--- config.mk ---
export PLATFORM = sky130hd
export DESIGN_NAME = decim_filt
export DESIGN_NICKNAME = d
export VERILOG_FILES = /design/src/rtl/decim_filt.sv
export SDC_FILE = /design/constraint.sdc
export NUM_CORES = 1
export LEC_CHECK = 0
export BUFFER_PORTS_ARGS = -buffer_cell sky130_fd_sc_hd__buf_2
export CORE_MARGIN = 2
export CORE_UTILIZATION = 57
export DETAILED_ROUTE_END_ITERATION = 12
export PLACE_DENSITY_LB_ADDON = 0.3
export SYNTH_ARGS = -nofsm -noshare
export SYNTH_HDL_FRONTEND = slang
export SYNTH_SLANG_ARGS = --single-unit
export TNS_END_PERCENT = 100
--- constraint.sdc ---
create_clock -name clk -period 3.4 [get_ports clk]
set_input_delay 0.34 -clock clk [delete_from_list [all_inputs] [get_ports clk]]
set_output_delay 0.34 -clock clk [all_outputs]
set_load 0.05 [all_outputs]
--- src/rtl/decim_filt.sv ---
// ---------------------------------------------------------------------------
// decim_filt -- fifth-order sinc (CIC) decimator for the record path.
//
// Takes samples from the ADC deserialiser, applies a (1 + z^-1 + ... +
// z^-(R-1))^5 response and returns every R-th result. R = 2^DECIM_LOG2.
// The output is divided by R^5 (floor), so the DC gain is exactly 1.
//
// Ports:
//   clk        single system clock, rising edge
//   rst        synchronous reset, active-high
//   in_valid   x carries a new sample this cycle (may be high every cycle)
//   x          signed input sample, WIDTH bits
//   out_valid  one-cycle strobe: y holds a new decimated sample
//   y          signed output sample, WIDTH bits, held between strobes
//
// Timing: out_valid rises 7 clocks after the group-completing in_valid is
// sampled, whatever the spacing of in_valid.
// ---------------------------------------------------------------------------
module decim_filt #(
  parameter int WIDTH      = 16,
  parameter int DECIM_LOG2 = 1
) (
  input  logic             clk,
  input  logic             rst,
  input  logic             in_valid,
  input  logic [WIDTH-1:0] x,
  output logic             out_valid,
  output logic [WIDTH-1:0] y
);

  localparam int SHIFT = 5 * DECIM_LOG2;
  localparam int IW    = WIDTH + SHIFT;
  localparam int NSTG  = 5;

  // Integrator and comb arithmetic wraps modulo 2^IW on purpose; the comb
  // differences undo the wrap exactly, so no saturation anywhere.
  logic [IW-1:0] x_ext;
  assign x_ext = {{SHIFT{x[WIDTH-1]}}, x};

  // -------------------------------------------------------------------------
  // Input-rate section: integrators, phase counter, capture register
  // -------------------------------------------------------------------------
  logic [NSTG-1:0][IW-1:0] integ_q, integ_d;
  logic [DECIM_LOG2-1:0]   phase_q, phase_d;
  logic                    group_done;
  logic                    pend_q, pend_d;
  logic [IW-1:0]           cap_q, cap_d;
  logic                    cap_valid_q, cap_valid_d;

  always_comb begin
    integ_d     = integ_q;
    phase_d     = phase_q;
    group_done  = in_valid && (phase_q == {DECIM_LOG2{1'b1}});
    if (in_valid) begin
      integ_d[0] = integ_q[0] + x_ext;
      // Each stage adds the previous stage's old value (pipelined cascade).
      for (int k = 1; k < NSTG; k++) begin
        integ_d[k] = integ_q[k] + integ_q[k-1];
      end
      phase_d = phase_q + DECIM_LOG2'(1);
    end
    // The capture happens one edge after the completing sample, so it takes
    // the i5 value that edge produced even if a new sample arrives meanwhile.
    pend_d      = group_done;
    cap_valid_d = pend_q;
    cap_d       = pend_q ? integ_q[NSTG-1] : cap_q;
  end

  always_ff @(posedge clk) begin
    if (rst) begin
      integ_q     <= '0;
      phase_q     <= '0;
      pend_q      <= 1'b0;
      cap_q       <= '0;
      cap_valid_q <= 1'b0;
    end else begin
      integ_q     <= integ_d;
      phase_q     <= phase_d;
      pend_q      <= pend_d;
      cap_q       <= cap_d;
      cap_valid_q <= cap_valid_d;
    end
  end

  // -------------------------------------------------------------------------
  // Decimated-rate comb chain: five differentiators, one clock per stage.
  // Stage gi reads stg_data/stg_valid[gi] and drives index gi+1.
  // -------------------------------------------------------------------------
  logic [NSTG:0][IW-1:0] stg_data;
  logic [NSTG:0]         stg_valid;

  assign stg_data[0]  = cap_q;
  assign stg_valid[0] = cap_valid_q;

  for (genvar gi = 0; gi < NSTG; gi++) begin : g_comb
    logic [IW-1:0] c_q, c_d;
    logic [IW-1:0] d_q, d_d;
    logic          v_q, v_d;

    always_comb begin
      c_d = c_q;
      d_d = d_q;
      v_d = stg_valid[gi];
      if (stg_valid[gi]) begin
        c_d = stg_data[gi] - d_q;
        d_d = stg_data[gi];
      end
    end

    always_ff @(posedge clk) begin
      if (rst) begin
        c_q <= '0;
        d_q <= '0;
        v_q <= 1'b0;
      end else begin
        c_q <= c_d;
        d_q <= d_d;
        v_q <= v_d;
      end
    end

    assign stg_data[gi+1]  = c_q;
    assign stg_valid[gi+1] = v_q;
  end

  // -------------------------------------------------------------------------
  // Output: divide by R^5 with an arithmetic shift (floor toward -inf).
  // The result always fits WIDTH bits because the response is a weighted
  // average of inputs with non-negative weights.
  // -------------------------------------------------------------------------
  logic [WIDTH-1:0] y_q, y_d;
  logic             ov_q, ov_d;

  always_comb begin
    ov_d = stg_valid[NSTG];
    y_d  = y_q;
    if (stg_valid[NSTG]) begin
      y_d = WIDTH'($signed(stg_data[NSTG]) >>> SHIFT);
    end
  end

  always_ff @(posedge clk) begin
    if (rst) begin
      y_q  <= '0;
      ov_q <= 1'b0;
    end else begin
      y_q  <= y_d;
      ov_q <= ov_d;
    end
  end

  assign y         = y_q;
  assign out_valid = ov_q;

endmodule

# Yosys cells after proc, flatten, opt, wreduce, memory -nomap -nowiden
# Index checks and enable logic that the tools add are counted.
# word_totals
wordCells	38
inputBits	19
output_inout_bits	17
register_bits	361
# classes
reduce_logical	1
add_sub_neg	11
# ops
operator	n
adder 21 bit	5
subtractor 21 bit	5
adder 1 bit (second input constant)	1
logical AND 1 bit	1

# Longest topological paths before layout
# Gate-level depths: netlist (run 1).
# logic_depth
ltp_word	1
ltp_mapped	11
mapped_depth_nobuf	11

# Worst setup path before layout (run 1)
# Ideal clock, no wire load.
# synth_path
path_kind	register to register
from	register g_comb[2].c_q[0]
to	register g_comb[3].c_q[18]
synth_period_minus_slack_ns	2.600
arrival_time_ns	2.478
setup_slack_ns	0.800
path_stages_with_launch	12
required_time_ns	3.278
n_path_buf	0
setup_ns	0.122
cell_sequence	dfxtp_1 > inv_1 > ha_1 > fa_1 > nor2b_1 > o21ai_1 > a2111oi_2 > o2111ai_1 > a31oi_1 > a221o_1 > nor2_1 > a221o_1
# synth_via
elab_chain_cells	1
# synth_rtl
element	line_no	text
start, declared	96	logic [IW-1:0] c_q, c_d;
start signal, assigned	112	c_q <= '0;
start signal, assigned	116	c_q <= c_d;
subtractor 21 bit	105	c_d = stg_data[gi] - d_q;
end signal, assigned	112	
end signal, assigned	116	
end, declared	96	
# Every way passes these cells.
# A chain may end at the register's enable or synchronous reset.

# Final worst setup path (run 1)
# layout_path
from	register integ_q[42] in the netlist's numbering
to	register integ_q[62] in the netlist's numbering
# layout_via
elab_chain_cells	1
# layout_rtl
element	line_no	text
start, declared	43	logic [NSTG-1:0][IW-1:0] integ_q, integ_d;
start signal, assigned	77	integ_q <= integ_d;
adder 21 bit	58	integ_d[k] = integ_q[k] + integ_q[k-1];
# Every way passes these cells.

==> metrics, run 1 <==
drt via density=slightly below 6; Chip Height=around 200 um; RSZ-0062 raised after global routing=false; post-route minimum period=3000 ps; Post-CTS Setup Inserts=0; WP data required=3840 ps; FF+latch count, synth=356; Max Buffers Root-to-Sink=3; post-DR wirelength/cell=15.3 um; critical-path maximum fanout=3; Synth Instances=2,552; commonest non-fill, non-tap cell in the layout=nor2_1; vias in the first global route=17,300; dpl hpwl=roughly 34,000 um; Yosys top cell area share=32.9%; fraction of the yosys area taken by sequential cells=about 33%; Clk Tree Root Cell=clkbuf_16; MaxCap Viol Count=0; CTS buffer count=40; area of the mapped netlist=21,700 um^2; Core ar.=37,600 um^2; Cell variety after synth=76; Post-synth EDFFs=0; DRT antenna net count=0; Hold WC Path Type=primary input to flop; Worst Setup End Kind=flop; RR Endpoint=integ_q[62]; Port Buffers=35; # setup viols final=0; Syn Nets=2,779; Worst-path clk slew=60 ps; share of cells above drive strength 1=5.82%; Die W=199 um; Tot GR Track Use=24.3%; largest net degree at the start of global routing=104; CP arrival=3440 ps; hold path cells=2; starting density of the core=57.7%; number of max-slew violations in the final report=0; Hold Violations, Final=0; crit share post-route=approximately nine tenths; setup TNS=0 ps; Pwr Total=slightly above 10,000 uW; Power Dens Cells=430 nW/um^2; DRC=0; first-pass GRT wire length=approximately 81,000 um; DR vias=18,000; reg-to-reg slack, setup=400 ps; area leader, netlist=dfxtp_1; Sink Count=356; ant diodes=0; Yosys Warn Count=0; most frequent cells in the layout=nor2_1, dfxtp_1, mux2i_1; Post-synth top flop=dfxtp_1; Initial DRC Count=930; Worst-Margin Slew=between 900 and 1000 ps; status=finished, final reports clean; Hold Buf Count CTS=0; Worst Reg-to-Reg Cells=10; Die Area=approximately 40,000 um^2; Worst Hold End=integ_q[100]; final WL=47,200 um; achievable clock frequency=about 330 MHz; Syn-to-layout area delta=8.79%; Setup CP Type=flop to flop; Max-slew headroom=36.0%; H-tree depth=2; Layout Skew=between 15 and 20 ps; fraction of registers with async set or reset after synthesis=0%; Peak VDD IR=0.000453 V; number of detailed-route iterations in the first pass=5; Post-CTS Resized=0; Lkg Pwr=0.00959 uW; Post-Syn Area per Cell=8.50 um^2; initial antenna violation count=0; grt total ovfl=0; top post-synthesis cells by area=dfxtp_1, ha_1, mux2i_1, nor2_1, a21oi_1; TritonCTS clock tree=built; nets=between 2,000 and 3,000; I/O pins=36; worst reg2reg path startpoint=integ_q[42]; Worst-Skew Late Latency=570 ps; Startpoint Class=flop; Hold Path Origin=rst; GPL Wtd Cong=0.877; Site Rows=71
## cells in the mapped netlist, drive strengths merged (11+ instances only)
cell type / number
a211o: 12
a211oi: 47
a21o: 56
a21oi: 168
a31oi: 26
and2: 11
and3: 16
buf: 19
clkbuf: 78
dfxtp: 356
ha: 199
inv: 158
mux2i: 214
nand2: 135
nand2b: 36
nand3: 48
nand4: 15
nor2: 372
nor2b: 31
nor3: 36
o21a: 30
o21ai: 134
o21bai: 19
xnor2: 82
xor2: 55
## worst max-delay path, cell delays in order, from the launching register on
cell	delay, ps
dfxtp_1	340
ha_1	210
fa_1	430
a211oi_1	380
nor2_1	100
a31oi_1	350
o21ai_1	200
a41oi_1	340
a22oi_1	110
o41a_1	140
mux2_2	270
## per-stage QoR
stage / utilization, % / hold slack [ps] / cells / area (um^2) / setup slack (ps)
finish: 62.8 / 71.1 / 3089 / 23600 / 400
global route: 62.8 / 62.7 / 3089 / 23600 / 155
CTS: 62.8 / 39.8 / 3089 / 23600 / 441
detailed placement: 59.4 / 453 / 3020 / 22300 / 470
global placement: 59.4 / 447 / 3020 / 22300 / 518
floorplan: - / 425 / 2552 / 21700 / 800
## worst max-delay path by stage
stage	from	end	slack, ps	cells after the start
after detailed placement	g_comb[2].c_q[0]	g_comb[3].c_q[18]	470	11
after global routing	integ_q[42]	integ_q[62]	160	10
after floorplan	g_comb[2].c_q[0]	g_comb[3].c_q[18]	800	11
after global placement	integ_q[21]	integ_q[62]	520	10
final	integ_q[42]	integ_q[62]	400	10
after CTS	integ_q[42]	integ_q[62]	440	10
## routing by layer
layer	vias up	track usage, %	routed length (um)
met5	-	0	0
met4	0	7.63	958
met3	69	3.00	1960
met2	343	42.4	22700
met1	8529	31.3	21600
li1	9087	-	-
## where the power goes
part           switching [uW]  internal [uW]
logic                     851            628
clock network            1760           2460
registers                 143           4320
## logic make-up after synthesis
logic type,share of synthesized area (%)
DFF,32.9
xor gates and xnor gates,5.53
AOI/OAI and AO/OA,19.0
and+or+nand+nor,15.7
buffers and inverters,4.48
muxes,10.1
adders and majority gates,12.3
## flip-flops by register name, summed over array words and instances, names as in the netlist
name	cells
y	16
out_valid	1
g_comb.v_q	5
cap_valid_q	1
g_comb.c_q	100
cap_q	21
phase_q	1
integ_q	105
g_comb.d_q	105
cap_valid_d	1
## cell type report
type	instances	area [um^2]
clock buffers	53	1110
clock inverters	16	168
fillers	3201	14000
inverters	159	597
multi-input cells	1940	13600
flip-flops and latches	356	7130
well taps	511	639
repair buffers	54	355
Power figures use the tool's default switching activity.
==> run 2, diff against run 1 <==
--- a/config.mk
+++ b/config.mk
@@ -10,6 +10,7 @@
 export CORE_UTILIZATION = 57
 export DETAILED_ROUTE_END_ITERATION = 12
 export PLACE_DENSITY_LB_ADDON = 0.3
+export RECOVER_POWER = 50
 export SYNTH_ARGS = -nofsm -noshare
 export SYNTH_HDL_FRONTEND = slang
 export SYNTH_SLANG_ARGS = --single-unit
==> run 2 against run 1 <==
The flow now finishes with violations (capacitance limit, slew limit). Sequential power barely moved. Utilization fell by 0.16 points. Flip-flop and latch count did not move. Cell count did not move. Clock power barely moved. Register-to-register slack got worse by 70 ps. Largest power group unchanged.
==> metrics, run 2 (synthesis results as in run 1) <==
H-tree depth=2 (unchanged); Layout Skew=18.6 ps (+1.95 ps); Initial DRC Count=924 (-0.65%); most frequent cells in the layout=nor2_1, dfxtp_1, mux2i_1; Die Area=39,600 um^2 (unchanged); Cell Chain, Critical Path=ha_1 > fa_1 > a211oi_1 > nor2_1 > a31oi_1 > o21ai_1 > a41oi_1 > a22oi_1 > o41a_1 > mux2_2; setup TNS=0 ps (unchanged); number of detailed-route iterations in the first pass=5 (unchanged); status=finished, violations left; starting density of the core=57.7% (unchanged); Die W=199 um (unchanged); Hold Buf Count CTS=0 (unchanged); Worst-Margin Slew=1940 ps (+978 ps); WP buf/inv=0 (unchanged); GPL Wtd Cong=0.877 (unchanged); Worst-path clk slew=60 ps (about the same); Hold WC Path Type=primary input to flop; DR vias=18,100 (+0.13%); Sink Count=356 (unchanged); final instance area=23,500 um^2 (-0.26%); achievable clock frequency=325 MHz (-2.4%); Hold Violations, Final=0 (unchanged); Core ar.=37,600 um^2 (unchanged); Placed Area=22,300 um^2 (unchanged); initial antenna violation count=0 (unchanged); CTS buffer count=40 (unchanged); Chip Height=199 um (unchanged); first-pass GRT wire length=81,000 um (unchanged); vias in the first global route=17,300 (unchanged); Clk Tree Root Cell=clkbuf_16; ant diodes=0 (unchanged); failing checks=capacitance limit, slew limit; WP data required=3840 ps (about the same); WHS=157 ps (+85.7 ps); largest net degree at the start of global routing=104 (unchanged); Max Buffers Root-to-Sink=3 (unchanged); post-route minimum period=3070 ps (+73.1 ps); TritonCTS clock tree=built; Post-CTS Resized=0 (unchanged); CP arrival=3510 ps (+70 ps); Worst-Skew Late Latency=570 ps (about the same); drt via density=5.84 (+0.13%); Tot GR Track Use=24.3% (unchanged); commonest non-fill, non-tap cell in the layout=nor2_1; Site Rows=71 (unchanged); final WL=47,300 um (+0.12%); nets=2,778 (unchanged); Post-CTS Setup Inserts=0 (unchanged); RSZ-0062 raised after global routing=false; Fillers=3,225 (+0.75%); share of cells above drive strength 1=4.85% (-0.97 points); I/O pins=36 (unchanged); # setup viols final=0 (unchanged); crit share post-route=90.4% (+2.2 points); Max-slew headroom=-29.1% (-65 points); post-DR wirelength/cell=15.3 um (+0.12%); MaxCap Viol Count=5 (+5); Port Buffers=35 (unchanged); dpl hpwl=34,100 um (unchanged); Regs by FF count=g_comb.d_q (105), integ_q (105), g_comb.c_q (100); Setup CP Type=flop to flop; CP top delay family=compound AO/OA/AOI/OAI gates; grt total ovfl=0 (unchanged); DRT antenna net count=0 (unchanged); Worst Setup End Kind=flop; critical path's largest stage delay=430 ps (about the same); Lkg Pwr=0.00949 uW (-1.1%); DRC=0 (unchanged); Power Dens Cells=432 nW/um^2 (+0.27%); Peak VDD IR=0.000450 V (-0.71%); CP max stage cell=fa_1; Startpoint Class=flop; number of max-slew violations in the final report=180 (+180); Syn-to-layout area delta=8.51%; critical-path maximum fanout=3 (unchanged)
[run 2: changes by cell type in the layout (fill, tap and decap cells not counted), sizes merged]
cell and change:
buf -26, clkbuf +26
[run 2: power breakdown]
group / switching, uW / internal [uW] / total, uW
logic: 851 / 626 / 1480
clock network: 1760 / 2460 / 4220
registers: 143 / 4320 / 4460
total: 2760 / 7400 / 10200
[run 2: metal layers]
metal	up-vias	wire length [um]	GRT usage, %
li1	9082	-	-
met1	8544	21700	31.3
met2	349	22700	42.4
met3	77	1900	3.00
met4	0	1000	7.63
met5	-	0	0
[run 2: metrics by stage]
stage | setup slack [ps] | std cells | util (%) | total power, uW
2_1_floorplan | 800 | 2552 | - | 5700
3_3_place_gp | 518 | 3020 | 59.4 | 5960
3_5_place_dp | 470 | 3020 | 59.4 | 6010
4_1_cts | 441 | 3089 | 62.8 | 10300
5_1_grt | 84.0 | 3089 | 62.6 | 10600
6_report | 327 | 3089 | 62.6 | 10200
[run 2: cell type report]
class | instances | area [um^2] | area share [%]
clock inverters | 16 | 168 | 0.712
clock buffers | 53 | 1110 | 4.72
flip-flops and latches | 356 | 7130 | 30.3
inverters | 159 | 597 | 2.54
multi-input cells | 1940 | 13600 | 57.8
well taps | 511 | 639 | 2.72
repair buffers | 54 | 297 | 1.26
[run 2: path summary, 6_finish.rpt]
| path | from | end | slack [ps] | depth (start not counted) |
|---|---|---|---|---|
| worst max register to register | integ_q[42] | integ_q[62] | 330 | 10 |
| worst min-delay path | x[0] | integ_q[0] | 160 | 4 |
| worst min register to register | g_comb[4].c_q[12] | g_comb[4].c_q[12] | 460 | 2 |
| worst max-delay path | integ_q[42] | integ_q[62] | 330 | 10 |
[run 2: worst min-delay path: stages]
cell and delay (ps):
buf_2 90, ha_1 120, mux2i_1 60, nor2_1 80
==> run 3, diff against run 2 <==
==> constraint.sdc (replaced) <==
create_clock -name clk -period 2.8 [get_ports clk]
set_input_delay 0.28 -clock clk [delete_from_list [all_inputs] [get_ports clk]]
set_output_delay 0.28 -clock clk [all_outputs]
set_load 0.05 [all_outputs]
==> run 3 against run 2 <==
The run still ends with capacitance limit, slew limit left. Hold slack worse by 98 ps. Die area unchanged. Critical path depth unchanged. Critical endpoint is now integ_q[20]. Largest cell class unchanged. Setup slack worse by 230 ps. Register-to-register slack worse by 230 ps. Non-clock buffer count up 34.
==> metrics, run 3 (synthesis results as in run 1) <==
status=finished, violations left; failing checks=capacitance limit, slew limit; RSZ-0062 raised after global routing=true; final WL=48,800 um (+3.3%); Layout Cells excl Fill=3,127 (+1.2%); Regs by FF count=g_comb.d_q (105), integ_q (105), g_comb.c_q (100); met3 usage=3.54% (+0.54 points); DRT antenna net count=0 (unchanged); I/O pins=36 (unchanged); critical-path maximum fanout=3 (unchanged); starting density of the core=57.7% (unchanged); crit share post-route=96.5% (+6.1 points); met1 usage in global routing=32.7% (+1.4 points); placed cells=3,050 (+0.99%); most frequent cells in the layout=nor2_1, dfxtp_1, mux2i_1; grt met2 use=44.6% (+2.3 points); Layout Skew=20.3 ps (+1.74 ps); Hold Violations, Final=0 (unchanged); dpl hpwl=35,300 um (+3.6%); achievable clock frequency=370 MHz (+14%); TritonCTS clock tree=built; Sink Count=356 (unchanged); Core ar.=37,600 um^2 (unchanged); Chip Height=199 um (unchanged); Die W=199 um (unchanged); Clk Tree Root Cell=clkbuf_16; Tot GR Track Use=25.2% (+0.87 points); Lkg Pwr=0.00974 uW (+2.6%); first-pass GRT wire length=83,600 um (+3.2%); Hold WC Path Type=primary input to flop; Peak VDD IR=0.000494 V (+9.8%); Hold Buf Count CTS=0 (unchanged); commonest non-fill, non-tap cell in the layout=nor2_1; WP data required=3240 ps (-600 ps); DRC=0 (unchanged); Worst-path clk slew=60 ps (about the same); drt via density=5.80 (-0.74%); largest net degree at the start of global routing=65 (-38%); number of max-slew violations in the final report=23 (-87%); Port Buffers=35 (unchanged); initial antenna violation count=0 (unchanged); Power Dens Cells=535 nW/um^2 (+24%); Initial DRC Count=951 (+2.9%); vias in the first global route=17,500 (+1.2%); GPL Wtd Cong=0.894 (+1.9%); DR vias=18,100 (+0.48%); Max-slew headroom=-3.81% (+25 points); Max Buffers Root-to-Sink=3 (unchanged); # setup viols final=0 (unchanged); CTS buffer count=40 (unchanged); GR peak layer=met2; post-DR wirelength/cell=15.6 um (+2.1%); grt total ovfl=0 (unchanged); Worst-Margin Slew=1560 ps (-379 ps); CP arrival=3140 ps (-370 ps); Worst Setup End Kind=flop; post-route minimum period=2700 ps (-372 ps); Syn-to-layout area delta=10.9%; Die Area=39,600 um^2 (unchanged); H-tree depth=2 (unchanged); share of cells above drive strength 1=7.07% (+2.2 points); setup TNS=0 ps (unchanged); Startpoint Class=flop; MaxCap Viol Count=1 (-4); nets=2,812 (+1.2%); ant diodes=0 (unchanged); Setup CP Type=flop to flop; Worst-Skew Late Latency=570 ps (about the same); Site Rows=71 (unchanged); number of detailed-route iterations in the first pass=5 (unchanged)
-- run 3: cell types whose count changed in the layout (fill, tap and decap cells not counted), sizes merged --
cell	change
buf	+33
clkbuf	+1
bufinv	+4
-- run 3: cell type report --
type	count	area [um^2]
inverter	159	597
fill	3177	13500
sequential	356	7130
multi-input combinational	1940	13700
clock inverter	20	292
clock buffer	53	1130
tap	511	639
timing repair buffer	88	532
-- run 3: critical path, cell delays in order, from the launching register on --
cell and delay [ps]:
dfxtp_1 330, ha_1 210, fa_1 410, a21o_1 240, a31oi_2 230, o21bai_1 110, a21o_1 230, a41oi_2 250
or3_1 140, nand4_1 90, mux2_1 340
-- run 3: metal layers --
| metal | wire length, um | vias up |
|---|---|---|
| met3 | 1760 | 54 |
| met1 | 22600 | 8671 |
| met4 | 603 | 0 |
| li1 | - | 9139 |
| met5 | 0 | - |
| met2 | 23900 | 274 |
-- run 3: worst paths after layout --
check	startpoint	depth (start not counted)	slack [ps]	endpoint
hold reg to reg	g_comb[4].c_q[16]	1	470	g_comb[4].c_q[16]
hold / removal	rst	2	60	integ_q[90]
setup / recovery	integ_q[0]	10	100	integ_q[20]
setup reg to reg	integ_q[0]	10	100	integ_q[20]
-- run 3: through the flow --
step           hold WS, ps  total power (uW)  util, %  worst slack (ps)  cell area (um^2)
5_1_grt               41.3             13500     64.0             -91.1             24100
3_3_place_gp           452              7270     59.9             -10.5             22500
6_report              58.6             12900     64.0              98.9             24100
2_1_floorplan          425              6920        -               200             21700
3_5_place_dp           466              7330     59.9             -62.6             22500
4_1_cts               32.5             13000     63.8              10.6             24000
-- run 3: what timing repair did --
action / 4_1_cts / 5_1_grt
buffers inserted: 1 / 3
pin swaps: 2 / 16
resized for setup: 6 / 25
endpoints found under the setup margin: 5 / 32
-- run 3: report_power, final --
| group | internal, uW | leakage, uW | switching [uW] | total, uW |
|---|---|---|---|---|
| sequential | 5240 | 0.00288 | 183 | 5420 |
| clock | 3420 | 0.000694 | 2190 | 5610 |
| combinational | 783 | 0.00616 | 1070 | 1850 |
| total | 9440 | 0.00974 | 3440 | 12900 |
